==> src/rtl/instr_fetch.sv <==
// Instruction fetch unit: reads a big-endian byte-addressed ROM into a 2-entry prefetch queue.
// Optional build macro FETCH_ALIGN_CHECK_EN halts fetching on a misaligned redirect target.
module instr_fetch #(
   parameter logic [31:0] RESET_PC  = 32'h0000_0000,
   parameter int unsigned ROM_BYTES = 100
) (
   input  logic        clk,
   input  logic        rst,
   output logic        rom_nrd,
   output logic [31:0] rom_addr,
   input  logic [31:0] rom_data,
   input  logic        redirect_valid,
   input  logic [31:0] redirect_pc,
   output logic        instr_valid,
   output logic [31:0] instr,
   output logic [31:0] instr_pc,
   input  logic        instr_ready,
   output logic        fault_oor,
   output logic        fault_align
);

   typedef enum logic {RUN, HALT} state_t;

   localparam logic [31:0] LAST_PC = 32'(ROM_BYTES - 4);
`ifdef FETCH_ALIGN_CHECK_EN
   localparam bit ALIGN_CHECK = 1'b1;
`else
   localparam bit ALIGN_CHECK = 1'b0;
`endif

   state_t      state, state_next;
   logic [31:0] fetch_pc;
   logic [1:0]  count;
   logic [31:0] tail_data, tail_pc;
   logic        pop, fetch, in_range, bad_align, oor_hit;

   assign instr_valid = (count != 2'd0);
   assign pop         = instr_valid & instr_ready;
   assign in_range    = (fetch_pc <= LAST_PC);
   assign bad_align   = ALIGN_CHECK & (redirect_pc[1:0] != 2'b00);
   assign rom_nrd     = ~fetch;
   assign rom_addr    = rst ? RESET_PC : fetch_pc;

   always_ff @(posedge clk) begin
      if (rst) state <= RUN;
      else     state <= state_next;
   end

   // Redirect overrides everything; otherwise an out-of-range RUN cycle halts.
   always_comb begin
      state_next = state;
      fetch      = 1'b0;
      oor_hit    = 1'b0;
      if (redirect_valid) begin
         state_next = bad_align ? HALT : RUN;
      end else if (state == RUN) begin
         if (!in_range) begin
            state_next = HALT;
            oor_hit    = 1'b1;
         end else if ((count != 2'd2) || pop) begin
            fetch = ~rst;
         end
      end
   end

   // The head entry lives directly in instr/instr_pc; tail_* is the second slot.
   always_ff @(posedge clk) begin
      if (rst) begin
         fetch_pc  <= RESET_PC;
         count     <= 2'd0;
         instr     <= 32'h0;
         instr_pc  <= 32'h0;
         tail_data <= 32'h0;
         tail_pc   <= 32'h0;
         fault_oor <= 1'b0;
      end else if (redirect_valid) begin
         count     <= 2'd0;
         fetch_pc  <= {redirect_pc[31:2], 2'b00};
         fault_oor <= 1'b0;
      end else begin
         if (oor_hit) fault_oor <= 1'b1;
         if (fetch) fetch_pc <= fetch_pc + 32'd4;
         case ({fetch, pop})
            2'b10: begin
               if (count == 2'd0) begin
                  instr    <= rom_data;
                  instr_pc <= fetch_pc;
               end else begin
                  tail_data <= rom_data;
                  tail_pc   <= fetch_pc;
               end
               count <= count + 2'd1;
            end
            2'b01: begin
               instr    <= tail_data;
               instr_pc <= tail_pc;
               count    <= count - 2'd1;
            end
            2'b11: begin
               if (count == 2'd1) begin
                  instr    <= rom_data;
                  instr_pc <= fetch_pc;
               end else begin
                  instr     <= tail_data;
                  instr_pc  <= tail_pc;
                  tail_data <= rom_data;
                  tail_pc   <= fetch_pc;
               end
            end
            default: ;
         endcase
      end
   end

`ifdef FETCH_ALIGN_CHECK_EN
   always_ff @(posedge clk) begin
      if (rst)                 fault_align <= 1'b0;
      else if (redirect_valid) fault_align <= bad_align;
   end
`else
   assign fault_align = 1'b0;
`endif

endmodule

==> config.mk <==
export PLATFORM = sky130hd
export DESIGN_NAME = instr_fetch
export DESIGN_NICKNAME = d
export VERILOG_FILES = /design/src/rtl/instr_fetch.sv
export SDC_FILE = /design/constraint.sdc
export NUM_CORES = 1
export LEC_CHECK = 0
export CAP_MARGIN = 10
export CORE_ASPECT_RATIO = 2
export CORE_MARGIN = 2
export CORE_UTILIZATION = 55
export CTS_BUF_LIST = sky130_fd_sc_hd__clkbuf_8
export CTS_CLUSTER_SIZE = 12
export DETAILED_ROUTE_END_ITERATION = 10
export MAX_ROUTING_LAYER = met4
export PLACE_DENSITY = 0.87
export SLEW_MARGIN = 5
export SYNTH_ARGS = -nofsm -noshare
export SYNTH_HDL_FRONTEND = slang
export SYNTH_SLANG_ARGS = --single-unit
==> constraint.sdc <==
create_clock -name clk -period 4.55 [get_ports clk]
set_input_delay 0.91 -clock clk [delete_from_list [all_inputs] [get_ports clk]]
set_output_delay 0.91 -clock clk [all_outputs]
set_load 0.05 [all_outputs]
==> impl_results.md, run 1 <==
- Grt ovf: 0
- Mean Syn Cell Area: 8.59 um^2
- First-pass GRT wire length: 27.6 mm
- GP Congestion: 0.855
- R2r startpoint: fetch_pc[28]
- Nets: 964
- CP most frequent cell: clkdlybuf4s50_1
- CTS tree: yes
- Syn-to-layout area delta: 31.2%
- CTS max path bufs: 2
- FF+latch count, synth: 158
- TNS Setup: 0 ns
- Clock Skews: 0.0151 ns
- Number of I/O pins: 168
- Crit start category: input port
- Fin. Hold Viols: 0
- Clock period minus worst slack: 3.72 ns
- Sink Count: 158
- R2r worst-path depth: 10
- IO Port Bufs: 160
- Root cell of the clock tree: clkbuf_8
- Antenna violations before repair: 0
- Mapped Cells: 763
- Crit path max fanout: 8
- Crit-path cells: clkdlybuf4s50_1, nand2b_1, nand2_1, nand4_1, clkdlybuf4s50_1
- YS warnings: 0
- Pwr dens: 322 nW/um^2
- Final setup viols: 0
- Hold WC Path Type: reg -> reg
- Number of antenna diodes: 0
- Max Cap Viol: 0
- Reg2Reg Capture Point: instr_pc[7]
- DIE AREA: 12900 um^2
- Slew margin rel.: 0.520
- Tcrit/Tclk final: 0.817
- Via/cell ratio: 5.76
- Post-CTS sizing: 0
- Peak supply drop: 0.300 mV
- Sequential share of the synthesized area: 0.483
- Post-DR wirelength/cell: 16.5 um
- Worst-Margin Slew: 0.720 ns
- P_leak: 2.93 nW
- Delay-heaviest family, CP: buffers and inverters
- Worst Path Buf+Inv: 2
- Hold buffers post-CTS: 0
- Core area: 11700 um^2
- Initial core utilization: 0.560
- Pin count of the biggest net entering global routing: 75
- Post-DP HPWL: 11.7 mm
- ANT nets after route: 0
- Clock Latency Late Sink: 0.44 ns
- CP endpoint kind: output pin
- Postcts setup bufs: 0
- Slew Limit Fails: 0
- Run status: finished, final reports clean
- Core Util, Final: 0.735
- Slowest cell delay on critical path: 0.85 ns
- Setup slack, reg-to-reg: 1.24 ns
- Data arrival time of the critical path: 2.81 ns
- Row Count: 56
- Hold worst-path end: tail_pc[2]
- DR iter-0 viols: 419
- Die width: 81.2 um
- Layout cell share with drive strength beyond 1: 0.0612
- H-tree levels: 4
- DR DRC count: 0
- Post-synthesis cell type count: 39
- Vias in the first global route: 5926
- Max Clk Rate: 269 MHz
- RSZ-0062 raised after global routing: false
- Die height: 158 um
- Worst EP required: 3.64 ns
- CP startpoint: instr_ready
- Global Route Usage Sum: 0.283
- Detailed Route WL: 17.2 mm
- Slowest stage cell, crit path: clkdlybuf4s50_1
- Worst hold stages: 2
- First-pass DRT Iterations: 5
- Num CTS Buffers: 17
- Setup CP Type: in -> out
- Hold wc startpoint: tail_pc[2]
- Vias post-DR: 6016
- Cell area after synthesis: 6560 um^2
- Clock Pin Slew Worst Setup and Hold Paths: 0.08 ns
-- report_power, final --
part           switching [W]  internal [W]  total, W
combinational       0.000151      0.000126  0.000277
sequential         0.0000301       0.00140   0.00143
clock               0.000520      0.000541   0.00106
-- logic make-up after synthesis --
family | count (synthesis) | synth area share
simple gates | 278 | 0.189
other cells | 1 | 0.000572
xor+xnor | 2 | 0.00267
compound gates | 208 | 0.218
buf+inv | 82 | 0.0525
fa+ha+maj | 9 | 0.0172
mux | 25 | 0.0382
flops | 158 | 0.483
-- Yosys cell counts --
| cell | number | area [um^2] |
|---|---|---|
| nor2_1 | 99 | 372 |
| buf_1 | 4 | 15.0 |
| a21o_1 | 2 | 15.0 |
| nor4_1 | 1 | 6.26 |
| a2111oi_0 | 1 | 8.76 |
| nor4_4 | 3 | 63.8 |
| o2111a_1 | 1 | 11.3 |
| o2111ai_2 | 1 | 15.0 |
| o21ai_1 | 1 | 5.00 |
| inv_1 | 12 | 45.0 |
| nand3_1 | 1 | 5.00 |
| nand4_1 | 5 | 31.3 |
| conb_1 | 1 | 3.75 |
| and4_1 | 2 | 17.5 |
| a2111oi_1 | 1 | 10.0 |
| nor3_1 | 4 | 20.0 |
| dfxtp_1 | 158 | 3160 |
| a22oi_1 | 62 | 465 |
| a31o_2 | 1 | 8.76 |
| buf_4 | 5 | 37.5 |
| o21a_1 | 2 | 15.0 |
| buf_2 | 14 | 70.1 |
| clkbuf_1 | 47 | 176 |
| nand2b_1 | 2 | 12.5 |
| o41a_1 | 1 | 11.3 |
| nand2_1 | 126 | 473 |
| a311oi_1 | 3 | 26.3 |
| a21oi_1 | 65 | 325 |
| nor2b_1 | 31 | 194 |
| a21boi_0 | 1 | 7.51 |
| nand4b_1 | 1 | 8.76 |
| ha_1 | 9 | 113 |
| or4_1 | 1 | 7.51 |
| xor2_1 | 2 | 17.5 |
| a211oi_1 | 63 | 473 |
| o31ai_1 | 2 | 15.0 |
| mux2i_1 | 25 | 250 |
| nor4_2 | 2 | 25.0 |
| a221oi_2 | 1 | 15.0 |
-- routing by layer --
metal | vias up | global-route usage | part of all wire
met3 | 43 | 0.0505 | 0.046
met1 | 2828 | 0.297 | 0.37
met5 | - | - | 0
met4 | 0 | 0.132 | 0.037
li1 | 2903 | - | -
met2 | 242 | 0.503 | 0.54
-- layout by cell type (no fill, tap or decap), drive strengths merged, types with 4 or more instances in the layout --
master         synthesis  routed
a211oi                63      63
conb                   1       5
inv                   12      17
mux2i                 25      25
clkdlybuf4s50          0     158
clkbuf                47      17
nor2                  99      99
ha                     9       9
a22oi                 62      62
nand4                  5       5
nand2                126     126
buf                   23      13
a21oi                 65      65
nor3                   4       4
nor4                   6       6
dfxtp                158     158
nor2b                 31      31
-- worst register-to-register path, cell delays in order (launching register included) --
cell and delay, ns:
dfxtp_1 0.35, nor3_1 0.46, o2111a_1 0.39, nand4_1 0.25, inv_1 0.16, ha_1 0.22
nand2b_1 0.12, a21oi_4 0.55, buf_12 0.32, a22oi_1 0.13, a211oi_1 0.27
-- metrics by stage --
step           setup slack (ns)  hold slack [ns]  area (um^2)  power, W  instances
2_1_floorplan             0.816            0.436         6570   0.00162        767
3_3_place_gp              0.860            0.441         8200   0.00173       1013
3_5_place_dp              0.735            0.449         8200   0.00174       1013
4_1_cts                   0.840            0.460         8600   0.00278       1044
5_1_grt                   0.704            0.479         8600   0.00286       1044
6_report                  0.833            0.458         8600   0.00277       1044
-- final cells by class --
type | instances | area (um^2)
fill | 810 | 3100
inverter | 12 | 45.0
sequential | 158 | 3160
tap | 145 | 181
timing repair buffer | 171 | 1720
clock inverter | 14 | 169
clock buffer | 17 | 234
multi-input combinational | 527 | 3090
-- flip-flops by register name, indices dropped and copies added, names as in the netlist --
register,count
count,2
fault_oor,1
fetch_pc,30
instr,32
instr_pc,30
state,1
tail_data,32
tail_pc,30
-- worst max path at each step --
| stage | to | cells after the start |
|---|---|---|
| floorplan | instr[16] | 11 |
| global placement | rom_nrd | 5 |
| detailed placement | instr_pc[7] | 11 |
| CTS | rom_nrd | 5 |
| global route | rom_nrd | 5 |
| finish | rom_nrd | 5 |
(Power assumes the default switching activity.)
==> inputs of run 2 (changes only) <==
- CORE_UTILIZATION: 55 -> 51
- PLACE_DENSITY: 0.87 -> 0.82
- clock period: 4.55 -> 3.7 ns (I/O delays scaled with it)
==> run 2 against run 1 <==
  * Worst setup slack worse by 0.10 ns
  * First-iteration DRC count down 41%
  * Core utilization down 4.5 points
  * Register-to-register slack worse by 0.50 ns
  * Sequential cell count unchanged
  * Sequential share of layout area down 0.27 points
  * Largest power group unchanged
  * Wire length up 2.7%
  * Critical endpoint is now rom_addr[10]
  * Cell area up 0.74%
  * Critical path type unchanged
==> impl_results.md, run 2 (synthesis gave the netlist of run 1 again) <==
- Run status: finished, final reports clean
- Max Clk Rate: 337 MHz
- Data arrival time of the critical path: 2.23 ns (-0.58 ns)
- Commonest non-fill, non-tap cells in the layout: 158 x dfxtp_1, 157 x clkdlybuf4s50_1, 126 x nand2_1
- Crit. path cell count: 4 (-1)
- Worst EP required: 2.96 ns (-0.68 ns)
- Commonest non-fill, non-tap cell in the layout: dfxtp_1
- Routing usage on met1: 0.272 (-0.0248)
- First-pass DRT Iterations: 5 (unchanged)
- Hold WC Path Type: reg -> reg
- Nets: 970 (+0.62%)
- Layout cell share with drive strength beyond 1: 0.0685 (+0.00733)
- Number of antenna diodes: 0 (unchanged)
- CTS max path bufs: 2 (unchanged)
- Clock Skews: 0.0187 ns (+0.00366 ns)
- Vias post-DR: 6022 (+0.10%)
- IO Port Bufs: 160 (unchanged)
- Peak supply drop: 0.308 mV (+2.8%)
- Root cell of the clock tree: clkbuf_8
- GR peak layer: met2
- Postcts setup bufs: 0 (unchanged)
- Fillers: 987 (+22%)
- Worst-Margin Slew: 0.716 ns (-0.00381 ns)
- Post-CTS sizing: 0 (unchanged)
- R2r worst-path depth: 12 (+2)
- Syn-to-layout area delta: 32.2%
- Slowest stage cell, crit path: clkdlybuf4s50_1
- Number of I/O pins: 168 (unchanged)
- H-tree levels: 4 (unchanged)
- Vias in the first global route: 5955 (+0.49%)
- Post-DR wirelength/cell: 16.7 um (+1.6%)
- Num CTS Buffers: 17 (unchanged)
- Initial core utilization: 0.522 (-0.0381)
- GP Congestion: 0.864 (+1.1%)
- M2 GR Usage: 0.472 (-0.0303)
- Die width: 84.2 um (+3.7%)
- Hold buffers post-CTS: 0 (unchanged)
- Crit-path cells: buf_6, buf_4, nor2b_1, clkdlybuf4s50_1
- Clock Pin Slew Worst Setup and Hold Paths: 0.08 ns (about the same)
- Final setup viols: 0 (unchanged)
- ANT nets after route: 0 (unchanged)
- DIE AREA: 13800 um^2 (+7.5%)
- Cell total after placement: 1024 (+1.1%)
- Via/cell ratio: 5.71 (-0.94%)
- Post-route insts no fill: 1055 (+1.1%)
- Antenna violations before repair: 0 (unchanged)
- Regs by FF count: instr x32, tail_data x32
- DR DRC count: 0 (unchanged)
- Crit path max fanout: 75 (+67)
- Max Cap Viol: 0 (unchanged)
- Core area: 12600 um^2 (+7.3%)
- Post-Place Worst Slack: 0.545 ns (-0.189 ns)
- Fin. Hold Viols: 0 (unchanged)
- Worst hold stages: 2 (unchanged)
- Slew margin rel.: 0.523 (+0.00254)
- Crit start category: input port
- Worst Slack Setup Final: 0.733 ns (-0.0997 ns)
- First-pass GRT wire length: 28.3 mm (+2.3%)
- RSZ-0062 raised after global routing: false
- Setup CP Type: in -> out
- Pin count of the biggest net entering global routing: 89 (+19%)
- Slew Limit Fails: 0 (unchanged)
- TNS Setup: 0 ns (unchanged)
- Clock period minus worst slack: 2.97 ns
- Clock Latency Late Sink: 0.45 ns (about the same)
- Global Route Usage Sum: 0.262 (-0.0212)
- CP endpoint kind: output pin
- P_leak: 2.95 nW (+0.71%)
- Worst Path Buf+Inv: 3 (+1)
- Hold WS: 0.457 ns (-0.00122 ns)
- Post-DP HPWL: 12.2 mm (+3.8%)
- Pwr dens: 385 nW/um^2 (+20%)
- Die height: 164 um (+3.8%)
- Sink Count: 158 (unchanged)
- Slowest cell delay on critical path: 0.70 ns (-0.15 ns)
- Grt ovf: 0 (unchanged)
- Tcrit/Tclk final: 0.802
- Row Count: 58 (+3.6%)
- DR iter-0 viols: 247 (-41%)
- Delay-heaviest family, CP: buffers and inverters
- Detailed Route WL: 17.7 mm (+2.7%)
- CTS tree: yes
- Met3 Use GR: 0.0503 (-0.000202)
## run 2: cell types whose count changed in the layout (fill, tap and decap cells not counted)
| cell | previous run | this run |
|---|---|---|
| buf_4 | 8 | 12 |
| inv_6 | 3 | 2 |
| clkdlybuf4s50_1 | 158 | 157 |
| clkinvlp_4 | 3 | 4 |
| buf_12 | 3 | 6 |
| bufinv_16 | 3 | 2 |
| clkinv_4 | 2 | 3 |
## run 2: tightest hold or removal path, delay by kind of cell (launching register included)
kind | cells | cell delay (ns)
and+or+nand+nor | 1 | 0.05
DFF | 1 | 0.31
AOI/OAI and AO/OA | 1 | 0.05
## run 2: area by class of cell
| type | instances | area, um^2 | share of cell area |
|---|---|---|---|
| clock buffer | 17 | 234 | 0.0270 |
| sequential | 158 | 3160 | 0.365 |
| inverter | 12 | 45.0 | 0.00520 |
| timing repair buffer | 177 | 1800 | 0.207 |
| tap | 150 | 188 | 0.0217 |
| clock inverter | 14 | 146 | 0.0169 |
| multi-input combinational | 527 | 3090 | 0.357 |
## run 2: power breakdown
group / switching (W) / internal [W]
clock network: 0.000644 / 0.000595
logic: 0.000185 / 0.000155
registers: 0.0000377 / 0.00172
## run 2: layer usage
| layer | share of wire | vias to the layer above |
|---|---|---|
| met2 | 0.56 | 212 |
| met5 | 0 | - |
| met4 | 0.027 | 0 |
| met3 | 0.041 | 37 |
| met1 | 0.37 | 2858 |
| li1 | - | 2915 |
## run 2: metrics by stage
stage	instance area (um^2)	utilization	power, W
after floorplan	6570	-	0.00200
after global placement	8290	0.660	0.00213
after detailed placement	8290	0.660	0.00214
after CTS	8670	0.690	0.00337
after global routing	8670	0.690	0.00346
final	8670	0.690	0.00334
## run 2: final timing paths
check | startpoint | endpoint | slack, ns
setup / recovery | rst | rom_addr[10] | 0.73
hold / removal | tail_data[27] | tail_data[27] | 0.46
setup reg to reg | fetch_pc[2] | tail_data[21] | 0.74
hold reg to reg | tail_data[27] | tail_data[27] | 0.46
